## src/rtl/dl_boot_sequencer.sv

```systemverilog
// rtl/dl_boot_sequencer.sv - core bring-up sequencer around the HPS ROM/DIP download stream
// Decodes ROM bytes into regions, captures DIP bytes, and gates core_reset on load completion.
module dl_boot_sequencer #(
    parameter logic [7:0]  ROM_INDEX     = 8'd0,
    parameter logic [7:0]  DIP_INDEX     = 8'd254,
    parameter logic [16:0] SND_BASE      = 17'h08000,
    parameter logic [16:0] GFX_BASE      = 17'h0C000,
    parameter logic [16:0] ROM_BYTES     = 17'h1C000,
    parameter int          SETTLE_CYCLES = 1024
) (
    input  logic        clk_sys,
    input  logic        reset,
    input  logic        ioctl_download,
    input  logic [7:0]  ioctl_index,
    input  logic        ioctl_wr,
    input  logic [24:0] ioctl_addr,
    input  logic [7:0]  ioctl_dout,
    input  logic        user_reset,
    output logic        core_reset,
    output logic        rom_wr,
    output logic [16:0] rom_addr,
    output logic [7:0]  rom_data,
    output logic [1:0]  rom_region,
    output logic [63:0] dip_sw,
    output logic        dips_valid,
    output logic        load_error,
    output logic        rom_download
);

    typedef enum logic [2:0] {
        BOOT   = 3'd0,
        LOAD   = 3'd1,
        SETTLE = 3'd2,
        RUN    = 3'd3,
        ERROR  = 3'd4
    } state_t;

    localparam logic [17:0] SETTLE_LOAD = 18'(SETTLE_CYCLES);
    localparam logic [17:0] CNT_MAX     = '1;

    state_t      state_q, state_d;
    logic [17:0] cnt_q, cnt_d;
    logic        dl_prev_q, dl_prev_d;
    logic        core_reset_q, core_reset_d;
    logic        load_error_q, load_error_d;
    logic        rom_wr_q, rom_wr_d;
    logic [16:0] rom_addr_q, rom_addr_d;
    logic [7:0]  rom_data_q, rom_data_d;
    logic [1:0]  rom_region_q, rom_region_d;
    logic [63:0] dip_sw_q, dip_sw_d;
    logic        dips_valid_q, dips_valid_d;

    logic        rom_dl;
    logic        rom_accept;
    logic        dip_accept;
    logic        load_end;
    logic [17:0] cnt_inc;

    always_comb begin
        rom_dl     = ioctl_download && (ioctl_index == ROM_INDEX) && !reset;
        rom_accept = ioctl_wr && rom_dl && (ioctl_addr[24:17] == 8'd0)
                     && (ioctl_addr[16:0] < ROM_BYTES);
        dip_accept = ioctl_wr && (ioctl_index == DIP_INDEX) && (ioctl_addr[24:3] == 22'd0);
        load_end   = dl_prev_q && !rom_dl;
        cnt_inc    = (rom_accept && (cnt_q != CNT_MAX)) ? cnt_q + 18'd1 : cnt_q;
    end

    always_comb begin
        state_d      = state_q;
        cnt_d        = cnt_q;
        load_error_d = load_error_q;

        case (state_q)
            BOOT: begin
                if (rom_dl) state_d = LOAD;
            end
            LOAD: begin
                // The decision uses the count including a write accepted this same cycle.
                cnt_d = cnt_inc;
                if (load_end) begin
                    if (cnt_inc >= {1'b0, ROM_BYTES}) begin
                        state_d      = SETTLE;
                        cnt_d        = SETTLE_LOAD;
                        load_error_d = 1'b0;
                    end else begin
                        state_d      = ERROR;
                        load_error_d = 1'b1;
                    end
                end
            end
            SETTLE: begin
                if (rom_dl) begin
                    state_d = LOAD;
                end else if (user_reset) begin
                    cnt_d = SETTLE_LOAD;
                end else if (cnt_q == 18'd1) begin
                    state_d = RUN;
                    cnt_d   = 18'd0;
                end else begin
                    cnt_d = cnt_q - 18'd1;
                end
            end
            RUN: begin
                if (rom_dl) begin
                    state_d = LOAD;
                end else if (user_reset) begin
                    state_d = SETTLE;
                    cnt_d   = SETTLE_LOAD;
                end
            end
            ERROR: begin
                if (rom_dl) state_d = LOAD;
            end
            default: begin
                state_d = BOOT;
                cnt_d   = 18'd0;
            end
        endcase

        // Fresh load: restart the byte count, counting a byte that arrives on the entry cycle.
        if ((state_d == LOAD) && (state_q != LOAD)) begin
            cnt_d        = {17'd0, rom_accept};
            load_error_d = 1'b0;
        end

        core_reset_d = (state_d != RUN);
        dl_prev_d    = rom_dl;
    end

    always_comb begin
        rom_wr_d     = rom_accept;
        rom_addr_d   = rom_addr_q;
        rom_data_d   = rom_data_q;
        rom_region_d = rom_region_q;
        if (rom_accept) begin
            rom_addr_d = ioctl_addr[16:0];
            rom_data_d = ioctl_dout;
            if (ioctl_addr[16:0] < SND_BASE) begin
                rom_region_d = 2'd0;
            end else if (ioctl_addr[16:0] < GFX_BASE) begin
                rom_region_d = 2'd1;
            end else begin
                rom_region_d = 2'd2;
            end
        end

        dip_sw_d     = dip_sw_q;
        dips_valid_d = dips_valid_q || dip_accept;
        if (dip_accept) begin
            dip_sw_d[{ioctl_addr[2:0], 3'b000} +: 8] = ioctl_dout;
        end
    end

    always_ff @(posedge clk_sys) begin
        if (reset) begin
            state_q      <= BOOT;
            cnt_q        <= 18'd0;
            dl_prev_q    <= 1'b0;
            core_reset_q <= 1'b1;
            load_error_q <= 1'b0;
            rom_wr_q     <= 1'b0;
            rom_addr_q   <= 17'd0;
            rom_data_q   <= 8'd0;
            rom_region_q <= 2'd0;
            dip_sw_q     <= 64'd0;
            dips_valid_q <= 1'b0;
        end else begin
            state_q      <= state_d;
            cnt_q        <= cnt_d;
            dl_prev_q    <= dl_prev_d;
            core_reset_q <= core_reset_d;
            load_error_q <= load_error_d;
            rom_wr_q     <= rom_wr_d;
            rom_addr_q   <= rom_addr_d;
            rom_data_q   <= rom_data_d;
            rom_region_q <= rom_region_d;
            dip_sw_q     <= dip_sw_d;
            dips_valid_q <= dips_valid_d;
        end
    end

    assign core_reset   = core_reset_q;
    assign rom_wr       = rom_wr_q;
    assign rom_addr     = rom_addr_q;
    assign rom_data     = rom_data_q;
    assign rom_region   = rom_region_q;
    assign dip_sw       = dip_sw_q;
    assign dips_valid   = dips_valid_q;
    assign load_error   = load_error_q;
    assign rom_download = rom_dl;

endmodule

```

## config.mk

```make
export PLATFORM = sky130hd
export DESIGN_NAME = dl_boot_sequencer
export DESIGN_NICKNAME = d
export VERILOG_FILES = /design/src/rtl/dl_boot_sequencer.sv
export SDC_FILE = /design/constraint.sdc
export NUM_CORES = 1
export LEC_CHECK = 0
export CAP_MARGIN = 20
export CORE_MARGIN = 10
export CORE_UTILIZATION = 48
export DETAILED_ROUTE_END_ITERATION = 8
export PLACE_DENSITY = 0.82
export SLEW_MARGIN = 20
export SYNTH_ARGS = -nofsm -noshare
export SYNTH_HDL_FRONTEND = slang
export SYNTH_SLANG_ARGS = --single-unit
```

## constraint.sdc

```tcl
create_clock -name clk_sys -period 5.58 [get_ports clk_sys]
set_input_delay 1.674 -clock clk_sys [delete_from_list [all_inputs] [get_ports clk_sys]]
set_output_delay 1.674 -clock clk_sys [all_outputs]
set_load 0.005 [all_outputs]
```

### After elaboration in Yosys (flattened, before gate mapping)

Index checks and enable logic that the tools add are counted.

* bits in registers: 117
* input port bits: 46
* output and inout bits: 96

* bitwise logic cells: 1
* add/sub/neg operators: 3
* shift-type cells: 2
* reductions and logical operators: 22
* magnitude comparators: 4
* multiplexer cells: 23
* equality and inequality tests: 17

Operator list (count)
* $mux W18: 8
* $pmux W18 S4: 1
* $bwmux W64: 1
* $shift A8 B8 Y64 const A: 1
* $shiftx A8 B8 Y64: 1
* $lt A17 B16 Y1 const B: 2
* $mux W3: 8
* $logic_not A22 Y1: 1
* $add A18 B1 Y18 const B: 1
* $eq A18 B1 Y1 const B: 1
* $ge A18 B17 Y1 const B: 1
* $ne A18 B18 Y1 const B: 1
* $sub A18 B1 Y18 const B: 1
* $lt A17 B17 Y1 const B: 1
* $logic_not A8 Y1: 2
* $pmux W3 S4: 1
* $logic_and A1 B1 Y1: 10
* $ne A3 B3 Y1 const B: 3
* $eq A8 B8 Y1 const B: 1
* $neg A6 Y8: 1
* $reduce_and A4 Y1: 2
* $eq A3 B1 Y1 const B: 2
* $eq A3 B2 Y1 const B: 2
* $ne A2 B2 Y1 const B: 3
* 12 further kinds: 16

### Longest topological paths before layout

Gate-level depths: netlist of the first run.

* word-level depth: 16
* depth in mapped cells: 12

### Worst setup path before layout of the first run

Ideal clock, no wire load.

* path kind: input-to-output
* start: input port ioctl_index[0]
* end: output port rom_download
* path slack: 1.610 ns
* data required time: 3.906 ns
* stages: 3
* buffers on the path: 0
* arrival time: 2.296 ns
* cells stage by stage: nor4_1 nand4_1 inv_1

* word-level cells in the longest chain between the ends: 3

Ends and longest elaborated chain
* start: declaration: RTL line 14 `input logic [7:0] ioctl_index,`
* $logic_not A8 Y1: RTL line 60 `rom_dl = ioctl_download && (ioctl_index == ROM_INDEX) && !reset;`
* $logic_and A1 B1 Y1 (2 in a row): RTL line 60
* end: declaration: RTL line 27 `output logic rom_download`

Every way passes these cells.

### Worst setup path in the final report of the first run

Same ends and word-level chain as after synthesis.

==> results of run 1 <==
cell usage in the layout (no fill, tap or decap), drive strengths merged, types with 3 or more instances in the layout:
master and n:
clkdlybuf4s50 140, dfxtp 117, nand2 96, nor2 94, a21oi 57, mux2i 56, nand3 25, nor3 24
clkbuf 19, nand4 17, and2 15, and3 13, nor4 13, inv 13, buf 12, o21ai 11
nand2b 8, ha 8, a221oi 7, a211oi 5, clkinv 5, or3 4, xnor2 4, bufinv 4
nor2b 3, nand4b 3, nor3b 3, o211ai 3, a21o 3, xor2 3, clkinvlp 3, o31ai 3
or4 3
state kept, by name (all words and copies together) (netlist names):
name        count
cnt_q          18
core_reset      1
dip_sw         64
dips_valid      1
dl_prev_q       1
load_error      1
rom_addr       17
rom_data        8
rom_region      2
rom_wr          1
state_q         3
timing repair:
action,CTS,global route
endpoints found under the setup margin,0,1
resized for setup,0,1
buffers inserted,0,0
layer usage:
layer | vias up | wire length (um) | share of wire
met4 | 0 | 544 | 0.029
li1 | 2635 | - | -
met5 | - | 0 | 0
met1 | 2699 | 7220 | 0.39
met3 | 40 | 1710 | 0.092
met2 | 272 | 9220 | 0.49
logic make-up (layout without fill, tap and decap cells):
family / after synthesis / in the layout / share of synthesized area
fa+ha+maj: 8 / 8 / 0.0181
buf+inv: 56 / 196 / 0.0423
mux: 57 / 57 / 0.103
simple gates: 327 / 327 / 0.281
xor+xnor: 7 / 7 / 0.0111
flops: 117 / 117 / 0.423
compound gates: 105 / 105 / 0.122
worst max-delay path, stage by stage:
cell	delay, ns
sky130_fd_sc_hd__clkdlybuf4s50_1	0.44
sky130_fd_sc_hd__nor4_2	0.40
sky130_fd_sc_hd__buf_4	0.18
sky130_fd_sc_hd__nand4_1	0.18
sky130_fd_sc_hd__inv_1	0.20
sky130_fd_sc_hd__clkdlybuf4s50_1	0.54
path summary, 6_finish.rpt:
path,to,slack (ns),cells past startpoint
min,dips_valid,0.45,2
max,rom_download,0.28,6
min reg2reg,dips_valid,0.45,2
max reg2reg,cnt_q[15],2.39,8
layout make-up:
type                            instances  area (sq um)
Multi-Input combinational cell        504          2980
Sequential cell                       117          2340
Inverter                               12          45.0
Clock buffer                           19           443
Tap cell                              143           179
Timing Repair Buffer                  152          1490
Clock inverter                         13           180
Fill cell                             903          3710
stage by stage:
| stage | setup slack [ns] | std cells | power, uW |
|---|---|---|---|
| final | 0.281 | 960 | 2100 |
| after global routing | 0.199 | 960 | 2150 |
| after CTS | 0.0749 | 960 | 2110 |
| after detailed placement | 0.0927 | 928 | 965 |
| after global placement | 0.0704 | 928 | 962 |
| after floorplan | 1.61 | 677 | 907 |
report_power, final:
group | switching, uW | internal (uW)
Combinational | 65.2 | 48.6
Sequential | 1.41 | 837
Clock | 392 | 757
Total | 459 | 1640
==> results.txt, run 1 <==
----------------------------------------------------
[Run status]
  Outcome ... finished, final reports clean

[STA]
  Fin Setup TNS ... 0 ns
  Worst hold margin ... between 0.4 and 0.5 ns
  Max Transition Viols Final ... 0
  Final hold violation count ... 0
  Setup Viol. Count Final ... 0
  Transition time at the pin with the least slew margin ... 0.956 ns
  Unrepaired setup endpoints after global routing ... no
  Minimum clock period after layout ... 5.30 ns
  Max frequency ... 189 MHz
  Fin crit share ... 0.950
  Slew margin rel. ... 0.363
  Worst setup skew after layout ... 0.00721 ns

[Final layout]
  Final std cell area, no fill ... 0.00766 sq mm
  Synthesis-to-finish area growth ... 38.3%
  Final net count ... 858
  Utilization of the core after routing ... 0.674
  Fraction of layout cells with a size suffix above 1 ... 0.0710
  Number of antenna cells inserted ... 0

[Global route]
  Initial antenna violation count ... 0
  Remaining global-route overflow ... 0
  Via count of the first global-routing pass ... around 5.3k
  Global Route met2 Usage ... 0.378
  Global-route layer with the greatest usage ... met2
  Global routing usage on met3 ... 0.0736
  GR met1 Demand/Resource ... 0.246
  GRT Util Overall ... 0.219
  First-pass GRT wire length ... 28,900 um
  Pin count of the biggest net entering global routing ... 96

[Yosys]
  Cell with the most instances after synthesis ... sky130_fd_sc_hd__dfxtp_1
  Fraction of synthesis flops using an asynchronous set or reset pin ... 0
  Post-synth top area share ... 0.423
  Synth Cell Area ... 0.00554 sq mm
  Top post-synthesis cells by count ... sky130_fd_sc_hd__dfxtp_1 (117), sky130_fd_sc_hd__nand2_1 (96), sky130_fd_sc_hd__nor2_1 (94), sky130_fd_sc_hd__a21oi_1 (57), sky130_fd_sc_hd__mux2i_1 (56)
  Most used flip-flop cell after synthesis ... sky130_fd_sc_hd__dfxtp_1
  Number of synthesized flops with an enable pin ... 0
  Mean Syn Cell Area ... 8.18 sq um
  Flop and latch count out of synthesis ... 117
  Share of synthesized area occupied by flip-flops and latches ... 0.423
  Count of distinct cell types in the synthesized netlist ... 56
  Number of nets produced by synthesis ... 731
  Synthesized netlist cell count ... between 600 and 700
  Yosys warns ... 0
  Post-synthesis cell type with the largest combined area ... sky130_fd_sc_hd__dfxtp_1
  Synth top area cells ... sky130_fd_sc_hd__dfxtp_1 (42%), sky130_fd_sc_hd__mux2i_1 (10%), sky130_fd_sc_hd__nand2_1 (6.5%)

[Critical path]
  Crit path DAT ... approximately 3.6 ns
  Crit. Startpoint ... ioctl_index[0]
  Launch point of the worst reg-to-reg path ... cnt_q[4]
  Critical Path Start Type ... input port
  Critical Setup Path Class ... in2out
  Critical path fanouts, max ... 5
  Critical path endpoint category ... output port
  Required @ worst endpoint ... 3.91 ns

[Die]
  Io pins ... 142
  Site row count ... 39
  Core Region ... ~0.011 sq mm
  Die height ... 127 um
  Starting density of the core ... 0.487
  Width of the die ... 127 um
  Floorplan die area ... around 0.016 sq mm

[Routing]
  Total vias in the final route ... between 5k and 6k
  Post-detailed-routing wire length ... 18,700 um
  Average wire length per cell after detail routing ... 19.5 um
  First-pass iteration count of the detailed router ... 6
  Violation count after the first detailed-routing iteration ... 559
  Average via count per standard cell ... 5.88
  DRC violation count after routing ... 0
  DRT antenna net count ... 0

[Clock tree]
  Maximum count of clock buffers along a single path ... 2
  # hold bufs at CTS ... 0
  Num Clock Sinks ... around 120
  Clock transition at path regs ... 0.05 ns
  Number of CTS-inserted buffers ... 17
  Clock latency at the later pin of the worst-skew pair ... 0.41 ns
  CTS tree ... done
  Root buffer selected by CTS ... sky130_fd_sc_hd__clkbuf_16
  H-tree levels ... 4

[Place]
  DP Area ... between 0.007 and 0.008 sq mm
  Half-perimeter wire length after placement ... 13,200 um
  Count of buffers from port buffering ... 141
  Global placer's final weighted congestion ... 0.935

[Pwr]
  Leakage power ... 0.00314 uW
  Pwr Density ... 274 mW/mm^2
  Worst-case vdd ir drop ... slightly below 0.2 mV

[Worst hold path]
  Launch instance of the worst min-delay path ... dips_valid
  Min-Delay Path Class ... reg2reg

[Job]
  Max-cap violations ... 0

----------------------------------------------------
Note: power is estimated with default switching activity, not from simulation.
==> inputs of run 2 (changes only) <==
--- a/config.mk
+++ b/config.mk
@@ -6,8 +6,10 @@
 export NUM_CORES = 1
 export LEC_CHECK = 0
 export CAP_MARGIN = 20
+export CORE_ASPECT_RATIO = 0.75
 export CORE_MARGIN = 10
 export CORE_UTILIZATION = 48
+export CTS_CLUSTER_SIZE = 25
 export DETAILED_ROUTE_END_ITERATION = 8
 export PLACE_DENSITY = 0.82
 export SLEW_MARGIN = 20
==> results.txt, run 2 (synthesis gave the netlist of run 1 again) <==
----------------------------------------------------
[Final layout]
  Most common cell after layout, fill and taps aside ... sky130_fd_sc_hd__clkdlybuf4s50_1
  Fraction of layout cells with a size suffix above 1 ... 0.0663 (-0.00465)
  Final std cell area, no fill ... 0.00760 sq mm (-0.75%)
  Number of antenna cells inserted ... 0 (unchanged)
  Synthesis-to-finish area growth ... 37.3%
  Commonest non-fill, non-tap cells in the layout ... sky130_fd_sc_hd__clkdlybuf4s50_1 (140), sky130_fd_sc_hd__dfxtp_1 (117), sky130_fd_sc_hd__nand2_1 (96)
  Flip-flop count of the largest register after layout ... 64 (unchanged)
  Final net count ... 855 (-0.35%)

[Pwr]
  Comb pwr share ... 0.055 (about the same)
  Switching Share ... 0.231 (+0.0130)
  Pwr Density ... 272 mW/mm^2 (-0.74%)
  Design internal power ... 1590 uW (-3.1%)
  Clock network power share ... 0.540 (-0.007)
  Leakage power ... 0.00311 uW (-0.71%)
  Sequential fraction of design power ... 0.405 (+0.006)
  Sw Pwr ... 479 uW (+4.4%)
  Worst-case vdd ir drop ... 0.239 mV (+22%)

[Critical path]
  Crit path DAT ... 3.46 ns (-0.17 ns)
  Worst stage delay on the critical path ... 0.54 ns (about the same)
  Sequence of cells on the critical path ... clkdlybuf4s50_1 -> nor4_1 -> nand4_1 -> inv_1 -> clkdlybuf4s50_1
  Crit. Startpoint ... ioctl_index[0]
  Required @ worst endpoint ... 3.91 ns (about the same)
  Critical Path Start Type ... input port
  Critical path endpoint category ... output port
  Most repeated library cell on the critical path ... sky130_fd_sc_hd__clkdlybuf4s50_1
  Critical path fanouts, max ... 5 (unchanged)
  Launch point of the worst reg-to-reg path ... cnt_q[4]
  Critical Setup Path Class ... in2out
  Slowest-stage cell, CP ... sky130_fd_sc_hd__clkdlybuf4s50_1

[Clock tree]
  Clock latency at the later pin of the worst-skew pair ... 0.42 ns (about the same)
  Clock transition at path regs ... 0.05 ns (about the same)
  # hold bufs at CTS ... 0 (unchanged)
  Post-CTS resize count ... 0 (unchanged)
  Num Clock Sinks ... 117 (unchanged)
  Root buffer selected by CTS ... sky130_fd_sc_hd__clkbuf_16
  Maximum count of clock buffers along a single path ... 2 (unchanged)
  Post-CTS Setup Inserts ... 0 (unchanged)
  H-tree levels ... 4 (unchanged)
  Number of CTS-inserted buffers ... 17 (unchanged)
  CTS tree ... done

[Die]
  Core Region ... 0.0111 sq mm (-2.3%)
  Site row count ... 33 (-15%)
  Die height ... 113 um (-11%)
  Width of the die ... 144 um (+13%)
  Floorplan die area ... 0.0163 sq mm (+0.27%)
  Io pins ... 142 (unchanged)
  Starting density of the core ... 0.498 (+0.0115)

[Global route]
  Via count of the first global-routing pass ... 5,409 (+2.1%)
  Remaining global-route overflow ... 0 (unchanged)
  Pin count of the biggest net entering global routing ... 96 (unchanged)
  GRT Util Overall ... 0.228 (+0.00872)
  First-pass GRT wire length ... 29,400 um (+1.7%)
  Initial antenna violation count ... 0 (unchanged)

[Run status]
  Outcome ... finished, final reports clean

[STA]
  Minimum clock period after layout ... 5.13 ns (-0.166 ns)
  Max frequency ... 195 MHz (+3.2%)
  Max Transition Viols Final ... 0 (unchanged)
  Slew margin rel. ... 0.300 (-0.0629)
  Fin crit share ... 0.920 (-0.0297)
  Setup Viol. Count Final ... 0 (unchanged)
  Transition time at the pin with the least slew margin ... 1.05 ns (+0.0905 ns)
  Worst setup skew after layout ... 0.00826 ns (+0.00104 ns)
  Fin Setup TNS ... 0 ns (unchanged)
  Unrepaired setup endpoints after global routing ... no
  Setup WS post-layout ... 0.447 ns (+0.166 ns)
  Final hold violation count ... 0 (unchanged)

[Place]
  Half-perimeter wire length after placement ... 13,700 um (+3.8%)
  DP Area ... 0.00699 sq mm (-0.37%)
  Global placer's final weighted congestion ... 0.944 (+1.0%)
  Placement Setup Slack ... 0.477 ns (+0.384 ns)
  Count of buffers from port buffering ... 141 (unchanged)

[Worst hold path]
  Launch instance of the worst min-delay path ... rom_addr[12]
  Min-Delay Path Class ... reg2reg

[Routing]
  Detailed route wirelength on metal2 ... 8490 um (-8.0%)
  Sum of met3 wire segment lengths after detailed routing ... 2000 um (+17%)
  DRC violation count after routing ... 0 (unchanged)
  Average via count per standard cell ... 5.85 (-0.53%)
  First-pass iteration count of the detailed router ... 5 (-1)
  Post-detailed-routing wire length ... 18,800 um (+0.81%)
  Total vias in the final route ... 5,581 (-1.2%)
  Violation count after the first detailed-routing iteration ... 598 (+7.0%)
  Max layer used ... met4
  Wire length the detailed router placed on met1 ... 7860 um (+9.0%)
  Average wire length per cell after detail routing ... 19.8 um (+1.4%)
  DRT antenna net count ... 0 (unchanged)

[Job]
  Max-cap violations ... 0 (unchanged)

----------------------------------------------------
run 2: cell count changes in the layout (fill, tap and decap cells not counted), sizes merged:
| cell | before | now |
|---|---|---|
| clkinvlp | 3 | 1 |
| clkbuf | 19 | 18 |
| buf | 12 | 9 |
| inv | 13 | 14 |
| clkinv | 5 | 8 |
| bufinv | 4 | 3 |
run 2: power groups by stage:
stage | logic [uW] | registers (uW) | clock network (uW)
after detailed placement | 110 | 856 | 0
after global routing | 122 | 838 | 1160
after floorplan | 51.2 | 856 | 0
after CTS | 112 | 838 | 1120
after global placement | 106 | 856 | 0
final | 114 | 838 | 1120
run 2: worst paths after layout:
path / to / slack (ns) / depth (start not counted)
worst max-delay path: rom_download / 0.45 / 5
worst min-delay path: rom_addr[12] / 0.45 / 2
worst max register to register: cnt_q[15] / 2.46 / 8
worst min register to register: rom_addr[12] / 0.45 / 2
run 2: layout make-up:
cell class | instances | area (sq um)
clock buffers | 18 | 429
multi-input cells | 504 | 2970
inverters | 12 | 45.0
clock inverters | 14 | 178
fillers | 828 | 3510
repair buffers | 149 | 1470
flip-flops and latches | 117 | 2340
well taps | 140 | 175
run 2: critical path, delay by kind of cell:
family | cells | cell delay, ns
buffers and inverters | 3 | 1.15
and+or+nand+nor | 2 | 0.64
run 2: metrics by stage:
step            util  hold WS [ns]  instances  total power [uW]
6_report       0.684         0.451        954              2070
5_1_grt        0.684         0.469        954              2120
4_1_cts        0.684         0.454        954              2070
3_5_place_dp   0.630         0.450        922               966
3_3_place_gp   0.630         0.442        922               962
2_1_floorplan      -         0.442        677               907
run 2: layer usage:
layer	global-route usage	up-vias
li1	-	2625
met1	0.287	2637
met2	0.351	275
met3	0.0756	44
met4	0.0910	0
met5	0	-
==> inputs of run 3 (changes only) <==
--- a/config.mk
+++ b/config.mk
@@ -5,13 +5,15 @@
 export SDC_FILE = /design/constraint.sdc
 export NUM_CORES = 1
 export LEC_CHECK = 0
+export ABC_AREA = 1
 export CAP_MARGIN = 20
+export CELL_PAD_IN_SITES_DETAIL_PLACEMENT = 1
+export CELL_PAD_IN_SITES_GLOBAL_PLACEMENT = 1
 export CORE_ASPECT_RATIO = 0.75
-export CORE_MARGIN = 10
-export CORE_UTILIZATION = 48
+export CORE_UTILIZATION = 38
 export CTS_CLUSTER_SIZE = 25
 export DETAILED_ROUTE_END_ITERATION = 8
-export PLACE_DENSITY = 0.82
+export PLACE_DENSITY = 0.88
 export SLEW_MARGIN = 20
 export SYNTH_ARGS = -nofsm -noshare
 export SYNTH_HDL_FRONTEND = slang
==> results.txt, run 3 <==
----------------------------------------------------
[Final layout]
  Final non-filler cell total ... 1,152 (+21%)
  Synthesis-to-finish area growth ... 34.5%
  Fraction of layout cells with a size suffix above 1 ... 0.108 (+0.0415)
  Utilization of the core after routing ... 0.521 (-0.163)
  Flip-flop count of the largest register after layout ... 64 (unchanged)
  Commonest non-fill, non-tap cells in the layout ... sky130_fd_sc_hd__clkdlybuf4s50_1 (141), sky130_fd_sc_hd__nand2_1 (118), sky130_fd_sc_hd__dfxtp_1 (117)
  Final net count ... 987 (+15%)
  Most common cell after layout, fill and taps aside ... sky130_fd_sc_hd__clkdlybuf4s50_1

[Pwr]
  Sum of internal, switching and leakage power ... 1970 uW (-4.9%)
  Worst-case vdd ir drop ... 0.198 mV (-17%)
  Pwr Density ... 248 mW/mm^2 (-8.9%)
  Leakage power ... 0.00310 uW (-0.30%)

[Yosys]
  Number of nets produced by synthesis ... 864 (+18%)
  Adder-cell area share of the yosys netlist ... 0.0170 (-0.00112)
  Yosys warns ... 0 (unchanged)
  Fraction of synthesis flops using an asynchronous set or reset pin ... 0 (unchanged)
  Mean Syn Cell Area ... 7.29 sq um (-11%)
  Number of synthesized flops with an enable pin ... 0 (unchanged)
  Top post-synthesis cells by count ... sky130_fd_sc_hd__nand2_1 (118), sky130_fd_sc_hd__dfxtp_1 (117), sky130_fd_sc_hd__nor2_1 (98), sky130_fd_sc_hd__a21oi_1 (88), sky130_fd_sc_hd__o21ai_0 (81)
  Post-synthesis cell type with the largest combined area ... sky130_fd_sc_hd__dfxtp_1
  Post-synth top area share ... 0.397 (-0.0263)
  Flop and latch count out of synthesis ... 117 (unchanged)
  Synth Cell Area ... 0.00590 sq mm (+6.6%)
  Area fraction in and, or, nand and nor cells after synthesis ... 0.274 (-0.00662)
  Synthesized-area fraction occupied by ao, oa, aoi and oai cells ... 0.196 (+0.0741)
  Synth top area cells ... sky130_fd_sc_hd__dfxtp_1 (40%), sky130_fd_sc_hd__nand2_1 (7.5%), sky130_fd_sc_hd__a21oi_1 (7.5%)
  XOR/XNOR share of the synthesized area ... 0.0267 (+0.0156)
  Most used flip-flop cell after synthesis ... sky130_fd_sc_hd__dfxtp_1
  Count of distinct cell types in the synthesized netlist ... 41 (-27%)
  Synthesized netlist cell count ... 810 (+20%)
  Cell with the most instances after synthesis ... sky130_fd_sc_hd__nand2_1
  Multiplexer fraction of the synthesized cell area ... 0 (-0.103)
  Share of synthesized area occupied by flip-flops and latches ... 0.397 (-0.0263)
  Largest family of logic cells by synthesized area ... simple AND/OR/NAND/NOR gates

[STA]
  Slew margin rel. ... 0.362 (+0.0627)
  Setup Viol. Count Final ... 0 (unchanged)
  Unrepaired setup endpoints after global routing ... no
  Fin crit share ... 0.881 (-0.0392)
  Max frequency ... 203 MHz (+4.5%)
  Fin Setup TNS ... 0 ns (unchanged)
  Final hold violation count ... 0 (unchanged)
  Max Transition Viols Final ... 0 (unchanged)
  Minimum clock period after layout ... 4.91 ns (-0.219 ns)
  Transition time at the pin with the least slew margin ... 0.955 ns (-0.0913 ns)
  Worst setup skew after layout ... 0.00728 ns (-0.000983 ns)

[Clock tree]
  Root buffer selected by CTS ... sky130_fd_sc_hd__clkbuf_16
  CTS tree ... done
  Number of CTS-inserted buffers ... 17 (unchanged)
  Clock latency at the later pin of the worst-skew pair ... 0.42 ns (about the same)
  Post-CTS Setup Inserts ... 0 (unchanged)
  Post-CTS resize count ... 0 (unchanged)
  # hold bufs at CTS ... 0 (unchanged)
  H-tree levels ... 4 (unchanged)
  Num Clock Sinks ... 117 (unchanged)
  Maximum count of clock buffers along a single path ... 2 (unchanged)
  Clock transition at path regs ... 0.07 ns (+0.02 ns)

[Run status]
  Outcome ... finished, final reports clean

[Place]
  Global placer's final weighted congestion ... 0.848 (-10%)
  Cell count after placement ... 1,119 (+21%)
  Half-perimeter wire length after placement ... 14,600 um (+6.3%)
  Count of buffers from port buffering ... 141 (unchanged)

[Global route]
  Initial antenna violation count ... 1 (+1)
  Remaining global-route overflow ... 0 (unchanged)
  Pin count of the biggest net entering global routing ... 75 (-22%)
  First-pass GRT wire length ... 32,700 um (+11%)
  Via count of the first global-routing pass ... 6,184 (+14%)
  GRT Util Overall ... 0.264 (+0.0358)

[Die]
  Floorplan die area ... 0.0160 sq mm (-1.4%)
  Site row count ... 39 (+18%)
  Core Region ... 0.0152 sq mm (+37%)
  Starting density of the core ... 0.388 (-0.111)
  Width of the die ... 146 um (+1.3%)
  Die height ... 110 um (-2.7%)
  Io pins ... 142 (unchanged)

[Worst hold path]
  Cell depth of the worst min-delay path ... 2 (unchanged)
  Min-Delay Path Class ... reg2reg
  Launch instance of the worst min-delay path ... dip_sw[36]
  Min-Delay Endpoint ... dip_sw[36]

[Routing]
  Average wire length per cell after detail routing ... 17.8 um (-9.7%)
  DRC violation count after routing ... 0 (unchanged)
  DRT antenna net count ... 0 (unchanged)
  Violation count after the first detailed-routing iteration ... 350 (-41%)
  Average via count per standard cell ... 5.25 (-10%)
  Total vias in the final route ... 6,043 (+8.3%)
  First-pass iteration count of the detailed router ... 5 (unchanged)
  Post-detailed-routing wire length ... 20,500 um (+9.0%)

[Critical path]
  Crit path DAT ... 3.24 ns (-0.22 ns)
  Critical Path Start Type ... input port
  Launch point of the worst reg-to-reg path ... cnt_q[0]
  Critical path endpoint category ... output port
  Required @ worst endpoint ... 3.91 ns (about the same)
  Critical Setup Path Class ... in2out
  Crit. Startpoint ... ioctl_index[7]
  Critical path fanouts, max ... 4 (-1)
  Crit Reg-Reg Endpoint ... cnt_q[9]
  Worst r2r path cells ... 14 (+6)
  Register-to-register setup slack ... 3.06 ns (+0.60 ns)

[Job]
  Max-cap violations ... 0 (unchanged)

----------------------------------------------------
==> run 3: cell types whose count changed in the layout (fill, tap and decap cells not counted), sizes merged, moves of 8 or more <==
cell    delta
o21ai     +75
inv       +73
mux2i     -56
a21oi     +40
nand3     +39
nand2     +35
and2      -15
and3      -13
xor2      +12
a211oi    +11
nor2      +11
nor3       -8
==> run 3: worst max-delay path by stage <==
stage	depth (start not counted)	end	slack, ns
6_report	5	rom_download	0.67
5_1_grt	5	rom_download	0.58
4_1_cts	5	rom_download	0.68
3_5_place_dp	5	rom_download	0.69
3_3_place_gp	5	rom_download	0.72
2_1_floorplan	3	rom_download	1.83
==> run 3: cells by family (layout without fill, tap and decap cells) <==
kind of cell,Yosys count,count (layout)
buffers and inverters,123,259
and+or+nand+nor,336,336
DFF,117,117
adders and majority gates,8,8
xor gates and xnor gates,18,18
other,0,1
AOI/OAI and AO/OA,208,208
==> run 3: per-stage QoR <==
step           setup WS, ns  hold WS [ns]  area (sq um)
6_report              0.665         0.444          7940
5_1_grt               0.578         0.468          7940
4_1_cts               0.675         0.450          7940
3_5_place_dp          0.688         0.440          7390
3_3_place_gp          0.715         0.434          7390
2_1_floorplan          1.83         0.440          5900
==> run 3: layer usage <==
metal  track usage  vias to the layer above  share of wire
met5             0                        -              0
met4        0.0842                        0          0.019
met3        0.0676                       33          0.063
met2         0.439                      180           0.46
met1         0.335                     2876           0.46
li1              -                     2954              -
==> run 3: where the power goes <==
part	internal (uW)	total, uW	switching (uW)
registers	835	835	0.0520
logic	41.0	106	64.6
clock network	580	1030	449
==> run 3: final cells by class <==
type	instances	area [sq um]
Fill cell	1905	7290
Multi-Input combinational cell	570	3030
Sequential cell	117	2340
Timing Repair Buffer	147	1460
Clock buffer	18	429
Inverter	80	303
Tap cell	205	256
Clock inverter	14	119
Antenna cell	1	2.50
==> run 3: worst max-delay path, cell delays in order <==
cell and delay, ns:
sky130_fd_sc_hd__clkdlybuf4s50_1 0.43, sky130_fd_sc_hd__nor2_1 0.19, sky130_fd_sc_hd__nand3_2 0.16, sky130_fd_sc_hd__nor2_4 0.25, sky130_fd_sc_hd__clkdlybuf4s50_1 0.54
